**config.mk**
```make
export PLATFORM = sky130hd
export DESIGN_NAME = dm_access_unit
export DESIGN_NICKNAME = d
export VERILOG_FILES = /design/src/rtl/dm_access_unit_pkg.sv /design/src/rtl/dm_load_ext.sv /design/src/rtl/dm_access_unit.sv
export SDC_FILE = /design/constraint.sdc
export NUM_CORES = 1
export LEC_CHECK = 0
export CORE_MARGIN = 3
export CORE_UTILIZATION = 48
export DETAILED_ROUTE_END_ITERATION = 8
export PLACE_DENSITY_LB_ADDON = 0.1
export SYNTH_ARGS = -nofsm -noshare
export SYNTH_HDL_FRONTEND = slang
export SYNTH_HIERARCHICAL = 1
export SYNTH_SLANG_ARGS = --single-unit
```
**constraint.sdc**
```tcl
create_clock -name clk -period 6.5 [get_ports clk]
set_input_delay 0.65 -clock clk [delete_from_list [all_inputs] [get_ports clk]]
set_output_delay 0.65 -clock clk [all_outputs]
set_load 0.005 [all_outputs]
```
**src/rtl/dm_access_unit_pkg.sv**
```systemverilog
// Shared definitions for the data-memory access stage: word modes, FSM states, store lane placement.
// Latency: n/a (types, constants and a combinational helper). Backpressure: n/a.
package dm_access_unit_pkg;

    localparam logic [2:0] wm_wd = 3'd0;
    localparam logic [2:0] wm_hu = 3'd1;
    localparam logic [2:0] wm_hs = 3'd2;
    localparam logic [2:0] wm_bu = 3'd3;
    localparam logic [2:0] wm_bs = 3'd4;

    typedef enum logic [1:0] {
        st_idle = 2'd0,
        st_req  = 2'd1,
        st_done = 2'd2
    } dm_state_t;

    // Replicate sub-word store data across every lane so the byte enables pick the right one.
    function automatic logic [31:0] place_wdata(input logic [2:0] wm, input logic [31:0] wd);
        logic [31:0] r;
        r = wd;
        case (wm)
            wm_bu, wm_bs: r = {4{wd[7:0]}};
            wm_hu, wm_hs: r = {2{wd[15:0]}};
            default:      r = wd;
        endcase
        return r;
    endfunction

endpackage

```
**src/rtl/dm_load_ext.sv**
```systemverilog
// Load lane select plus sign/zero extension by word mode.
// Latency: purely combinational. Backpressure: none.
module dm_load_ext
    import dm_access_unit_pkg::*;
(
    input  logic [31:0] bus_rdata,
    input  logic [1:0]  addr_lo,
    input  logic [2:0]  wordmode,
    output logic [31:0] rdata
);

    logic [7:0]  b;
    logic [15:0] h;

    always_comb begin
        b = bus_rdata[{addr_lo, 3'b000} +: 8];
        h = addr_lo[1] ? bus_rdata[31:16] : bus_rdata[15:0];
        case (wordmode)
            wm_hu:   rdata = {16'h0000, h};
            wm_hs:   rdata = {{16{h[15]}}, h};
            wm_bu:   rdata = {24'h000000, b};
            wm_bs:   rdata = {{24{b[7]}}, b};
            default: rdata = bus_rdata;
        endcase
    end

endmodule

```
**src/rtl/dm_access_unit.sv**
```systemverilog
// MEM-stage bus access: one req/ack transaction per load/store; optional misalign trap via DM_MISALIGN_CHK_EN.
// Latency: 2 stall cycles minimum (ack in first REQ cycle), 1 for a trapped misaligned access.
// Backpressure: stall holds upstream until DONE; bus_req held until bus_ack or TIMEOUT abort.
module dm_access_unit
    import dm_access_unit_pkg::*;
#(
    parameter int TIMEOUT = 16,
    parameter int CNT_W   = 5
) (
    input  logic        clk,
    input  logic        reset,
    input  logic        req_valid,
    input  logic        req_we,
    input  logic [31:0] req_addr,
    input  logic [2:0]  req_wordmode,
    input  logic [3:0]  req_be,
    input  logic [31:0] req_wdata,
    output logic        stall,
    output logic [31:0] rdata,
    output logic        rdata_valid,
    output logic        bus_err,
    output logic        misalign,
    output logic        bus_req,
    output logic        bus_we,
    output logic [31:0] bus_addr,
    output logic [3:0]  bus_be,
    output logic [31:0] bus_wdata,
    input  logic        bus_ack,
    input  logic [31:0] bus_rdata
);

    localparam logic [CNT_W-1:0] cnt_last = CNT_W'(TIMEOUT - 1);

    dm_state_t        state, state_nxt;
    logic             we_q;
    logic [31:0]      addr_q;
    logic [2:0]       wm_q;
    logic [3:0]       be_q;
    logic [31:0]      wdata_q;
    logic [CNT_W-1:0] cnt;
    logic             err_pend;
    logic             mis_pend;
    logic [31:0]      rdata_q;
    logic [31:0]      ext;
    logic             mis_det;
    logic             timeout_hit;

`ifdef DM_MISALIGN_CHK_EN
    assign mis_det = ((req_wordmode == wm_wd) && (req_addr[1:0] != 2'b00)) ||
                     (((req_wordmode == wm_hu) || (req_wordmode == wm_hs)) && req_addr[0]);
`else
    assign mis_det = 1'b0;
`endif

    assign timeout_hit = (TIMEOUT != 0) && (cnt == cnt_last);

    dm_load_ext u_load_ext (
        .bus_rdata (bus_rdata),
        .addr_lo   (addr_q[1:0]),
        .wordmode  (wm_q),
        .rdata     (ext)
    );

    always_ff @(posedge clk or posedge reset) begin
        if (reset) begin
            state <= st_idle;
        end else begin
            state <= state_nxt;
        end
    end

    always_comb begin
        state_nxt   = state;
        stall       = 1'b0;
        bus_req     = 1'b0;
        rdata_valid = 1'b0;
        bus_err     = 1'b0;
        misalign    = 1'b0;
        case (state)
            st_idle: begin
                // Gated so stall reads 0 for the whole reset window, not just after release.
                stall = req_valid & ~reset;
                if (req_valid) begin
                    state_nxt = mis_det ? st_done : st_req;
                end
            end
            st_req: begin
                stall   = 1'b1;
                bus_req = 1'b1;
                if (bus_ack || timeout_hit) begin
                    state_nxt = st_done;
                end
            end
            st_done: begin
                rdata_valid = 1'b1;
                bus_err     = err_pend;
                misalign    = mis_pend;
                state_nxt   = st_idle;
            end
            default: state_nxt = st_idle;
        endcase
    end

    always_ff @(posedge clk or posedge reset) begin
        if (reset) begin
            we_q     <= 1'b0;
            addr_q   <= 32'h0;
            wm_q     <= 3'd0;
            be_q     <= 4'h0;
            wdata_q  <= 32'h0;
            cnt      <= '0;
            err_pend <= 1'b0;
            mis_pend <= 1'b0;
            rdata_q  <= 32'h0;
        end else begin
            case (state)
                st_idle: begin
                    if (req_valid) begin
                        we_q     <= req_we;
                        addr_q   <= req_addr;
                        wm_q     <= req_wordmode;
                        be_q     <= req_be;
                        wdata_q  <= req_wdata;
                        cnt      <= '0;
                        err_pend <= 1'b0;
                        mis_pend <= mis_det;
                        if (mis_det) begin
                            rdata_q <= 32'h0;
                        end
                    end
                end
                st_req: begin
                    cnt <= cnt + CNT_W'(1);
                    // Ack wins over a coincident timeout.
                    if (bus_ack) begin
                        if (!we_q) begin
                            rdata_q <= ext;
                        end
                    end else if (timeout_hit) begin
                        err_pend <= 1'b1;
                        rdata_q  <= 32'h0;
                    end
                end
                default: ;
            endcase
        end
    end

    assign rdata     = rdata_q;
    assign bus_we    = we_q;
    assign bus_addr  = {addr_q[31:2], 2'b00};
    assign bus_be    = be_q;
    assign bus_wdata = place_wdata(wm_q, wdata_q);

endmodule

```
==> flow_summary.yaml <==
worst_setup_path:
  critPathCaptureType: "primary output"
  crit_path_start: "wm_q[1]$_DFFE_PP0P_"
  crit_fanout: 18
  critical_path_class: "reg -> out"
  reg2reg_from: "addr_q[1]$_DFFE_PP0P_"
  slowest_delay_ps: 750
  reg2reg_depth: 5
  slowest_stage: "dfrtp_1"
  r2r_slack_ps: 3910
  worstPathRequired_ps: 5850
  cp-start-kind: "register"
  r2r_end: "rdata[25]$_DFFE_PP0P_"
  cp.arrival_ps: 3080
  cp_cell_sequence: "or2_1, xor2_2, mux2_2, clkdlybuf4s50_1"
placement:
  dpl_cell_area_um2: 7570
  hpwl_mm: 10.3
  globalplace.congestion: 0.812
  io_buffer_count: 210
floorplanning:
  num_rows: 39
  initial_core_util_pct: 49.6
  die_w_um: 115
  core-area_um2: 11500
  dieArea_um2: 13200
  die_h_um: 115
  pin_count: 214
timing:
  setup_viol: 0
  fmax_mhz: 268
  rsz0062_at_grt: "no"
  worst_slew_pin_slew_ps: 1100
  finalCriticalPeriod_ps: 3730
  skew_ps: 6.83
  slew_viol_final: 0
  min_period_over_period_pct: 57.3
  hold_violations: 0
  fin_tns_setup_ps: 0
  slew_headroom_pct: 26.8
synth:
  yosysSeqAreaShare_pct: 49.1
  avgSynthCellArea_um2: 12.8
  synthDistinctLibCells: 54
  ys_ff_latch: 112
  syn_inst: 447
  netlist_area_um2: 5710
  synth-edff-count: 0
  synth_flop_cell: "dfrtp_1"
  async_reset_ff_share_pct: 100
  yosysWarnings: 6
clock_network:
  postCtsSetupRepairBufs: 0
  ctsHoldBuffers: 0
  cts_sinks: 112
  clk_pin_slew_ps: 70
  cts_tree: "done"
  clockBufferDepth: 2
  clock_latency_ps: 340
  root_buffer: "clkbuf_16"
  htree_num_levels: 3
  cts_resized: 0
  numCtsBuffers: 9
worst_hold_path:
  whs_path_depth: 1
  whs_endpoint: "cnt[3]$_DFFE_PP0P_"
  hp-start: "cnt[3]$_DFFE_PP0P_"
  hp-class: "reg -> reg"
grt:
  grt_pass1_vias: 4437
  overflow: 0
  antenna_found_initial: 0
  grtUsageTotal_pct: 21.8
  grt_pass1_wl_mm: 22.7
  grt_max_degree: 66
layout:
  area_growth_pct: 37.5
  nets: 716
  fillers: 899
  design_area_um2: 7860
  final_layout_size_suffix_gt1_share_pct: 21.6
  antenna_cells: 0
route:
  drtAntennaViolNets: 0
  drt-initial-drc-count: 243
  drt-total-wl_mm: 14.2
  dr.pass1.iters: 4
  wire_per_inst_um: 18.9
  dr_total_vias: 4215
  drc_errors: 0
  viasPerCell: 5.59
power_and_ir_drop:
  power_switching_uw: 1200
  power_density_nw_per_um2: 477
  vdd_drop_max_v: 0.000227
  pwr-share-clk_pct: 14.5
  power_uw: 3750
  p_leak_uw: 0.00330
  p_int_uw: 2550
  seqPwrFrac_pct: 33.6
  switching_share_pct: 32.1
  p_comb_share_pct: 51.9
flow_run:
  cap_violations: 0
run_status:
  status: "finished, final reports clean"
cells in the final DEF (no fill, tap or decap), drive strengths merged, types with 2 or more instances in the layout:
cell type and n:
dfrtp 112, a21o 19, nor2b 3, ha 2
mux2i 8, a21oi 3, o22a 8, a2111oi 2
and2 2, mux2 90, conb 3, o211ai 3
a221o 14, nor3b 2, nand3b 9, nand2 4
nand2b 2, a211oi 4, o21bai 2, inv 8
clkdlybuf4s50 210, o221a 8, xnor2 4, nor2 13
o21ai 3, clkbuf 13, nor3 4, buf 4
a22o 34
critical path, delay by kind of cell, from the launching register on:
| family | cells | cell delay [ps] |
|---|---|---|
| xor gates and xnor gates | 1 | 480 |
| and+or+nand+nor | 1 | 640 |
| buffers and inverters | 1 | 450 |
| DFF | 1 | 750 |
| muxes | 1 | 400 |
Yosys cell counts (2+ instances only):
library cell / number / share of area [%]
o221a_2: 8 / 1.6
o211ai_1: 3 / 0.39
nand2b_1: 2 / 0.22
a22o_1: 34 / 5.2
xnor2_1: 4 / 0.61
a21oi_1: 3 / 0.26
mux2_2: 87 / 17
a211oi_1: 4 / 0.53
ha_1: 2 / 0.44
mux2i_1: 8 / 1.4
o21bai_1: 2 / 0.26
nor2b_1: 2 / 0.22
nand2_1: 4 / 0.26
nand3b_1: 9 / 1.2
buf_6: 5 / 0.99
o21ai_0: 2 / 0.18
nor3_1: 3 / 0.26
clkbuf_1: 6 / 0.39
nor2_1: 12 / 0.79
buf_2: 15 / 1.3
a221o_1: 14 / 2.5
dfrtp_1: 112 / 49
a21o_1: 13 / 1.7
buf_4: 42 / 5.5
inv_1: 8 / 0.53
o22a_1: 8 / 1.2
a21o_2: 6 / 0.92
mux2_4: 3 / 0.79
layout make-up:
type | instances | area (um^2) | share of cell area, %
Multi-Input combinational cell | 261 | 2430 | 30.9
Tap cell | 143 | 179 | 2.28
Clock buffer | 13 | 240 | 3.06
Inverter | 8 | 32.5 | 0.414
Sequential cell | 112 | 2800 | 35.7
Timing Repair Buffer | 214 | 2130 | 27.1
Clock inverter | 3 | 42.5 | 0.541
flip-flops by register name (all words and copies together), names as in the netlist:
name      flops
bus_we        1
cnt           5
err_pend      1
wm_q          3
bus_be        4
addr_q       32
wdata_q      32
state         2
rdata        32
metal layers:
layer  up-vias  part of all wire (%)  wire length [um]  global-route usage, %
li1       1939                     -                 -                      -
met1      2100                    43              6080                   28.1
met2       152                    47              6690                   34.6
met3        24                   8.1              1150                   6.74
met4         0                   2.2               317                   8.61
met5         -                     0                 0                      0
through the flow:
step | util, % | hold slack, ps | std cells | worst slack (ps)
finish | 68.2 | 491 | 754 | 2770
global route | 68.2 | 512 | 754 | 2650
CTS | 68.2 | 492 | 754 | 2760
detailed placement | 65.8 | 481 | 738 | 3140
global placement | 65.8 | 462 | 738 | 3200
floorplan | - | 438 | 449 | 2530
how the worst max path moves through the flow:
stage,slack [ps],depth (start not counted),end
after floorplan,2530,3,stall
after CTS,2760,4,bus_wdata[21]
after detailed placement,3140,4,bus_wdata[21]
after global routing,2650,4,bus_wdata[21]
after global placement,3200,4,bus_wdata[19]
final,2770,4,bus_wdata[21]
power groups by stage:
stage / Combinational, uW / Sequential (uW) / Clock, uW
2_1_floorplan: 1250 / 1170 / 0
3_3_place_gp: 1920 / 1250 / 0
3_5_place_dp: 1950 / 1270 / 0
4_1_cts: 1970 / 1260 / 558
5_1_grt: 2090 / 1310 / 587
6_report: 1950 / 1260 / 542
cell families after synthesis:
kind of cell / synth area share [%]
compound gates: 16.1
xor+xnor: 0.898
fa+ha+maj: 0.613
buf+inv: 8.74
flops: 49.1
mux: 19.3
other cells: 0.0657
simple gates: 5.13
Note: power is estimated with default switching activity, not from simulation.
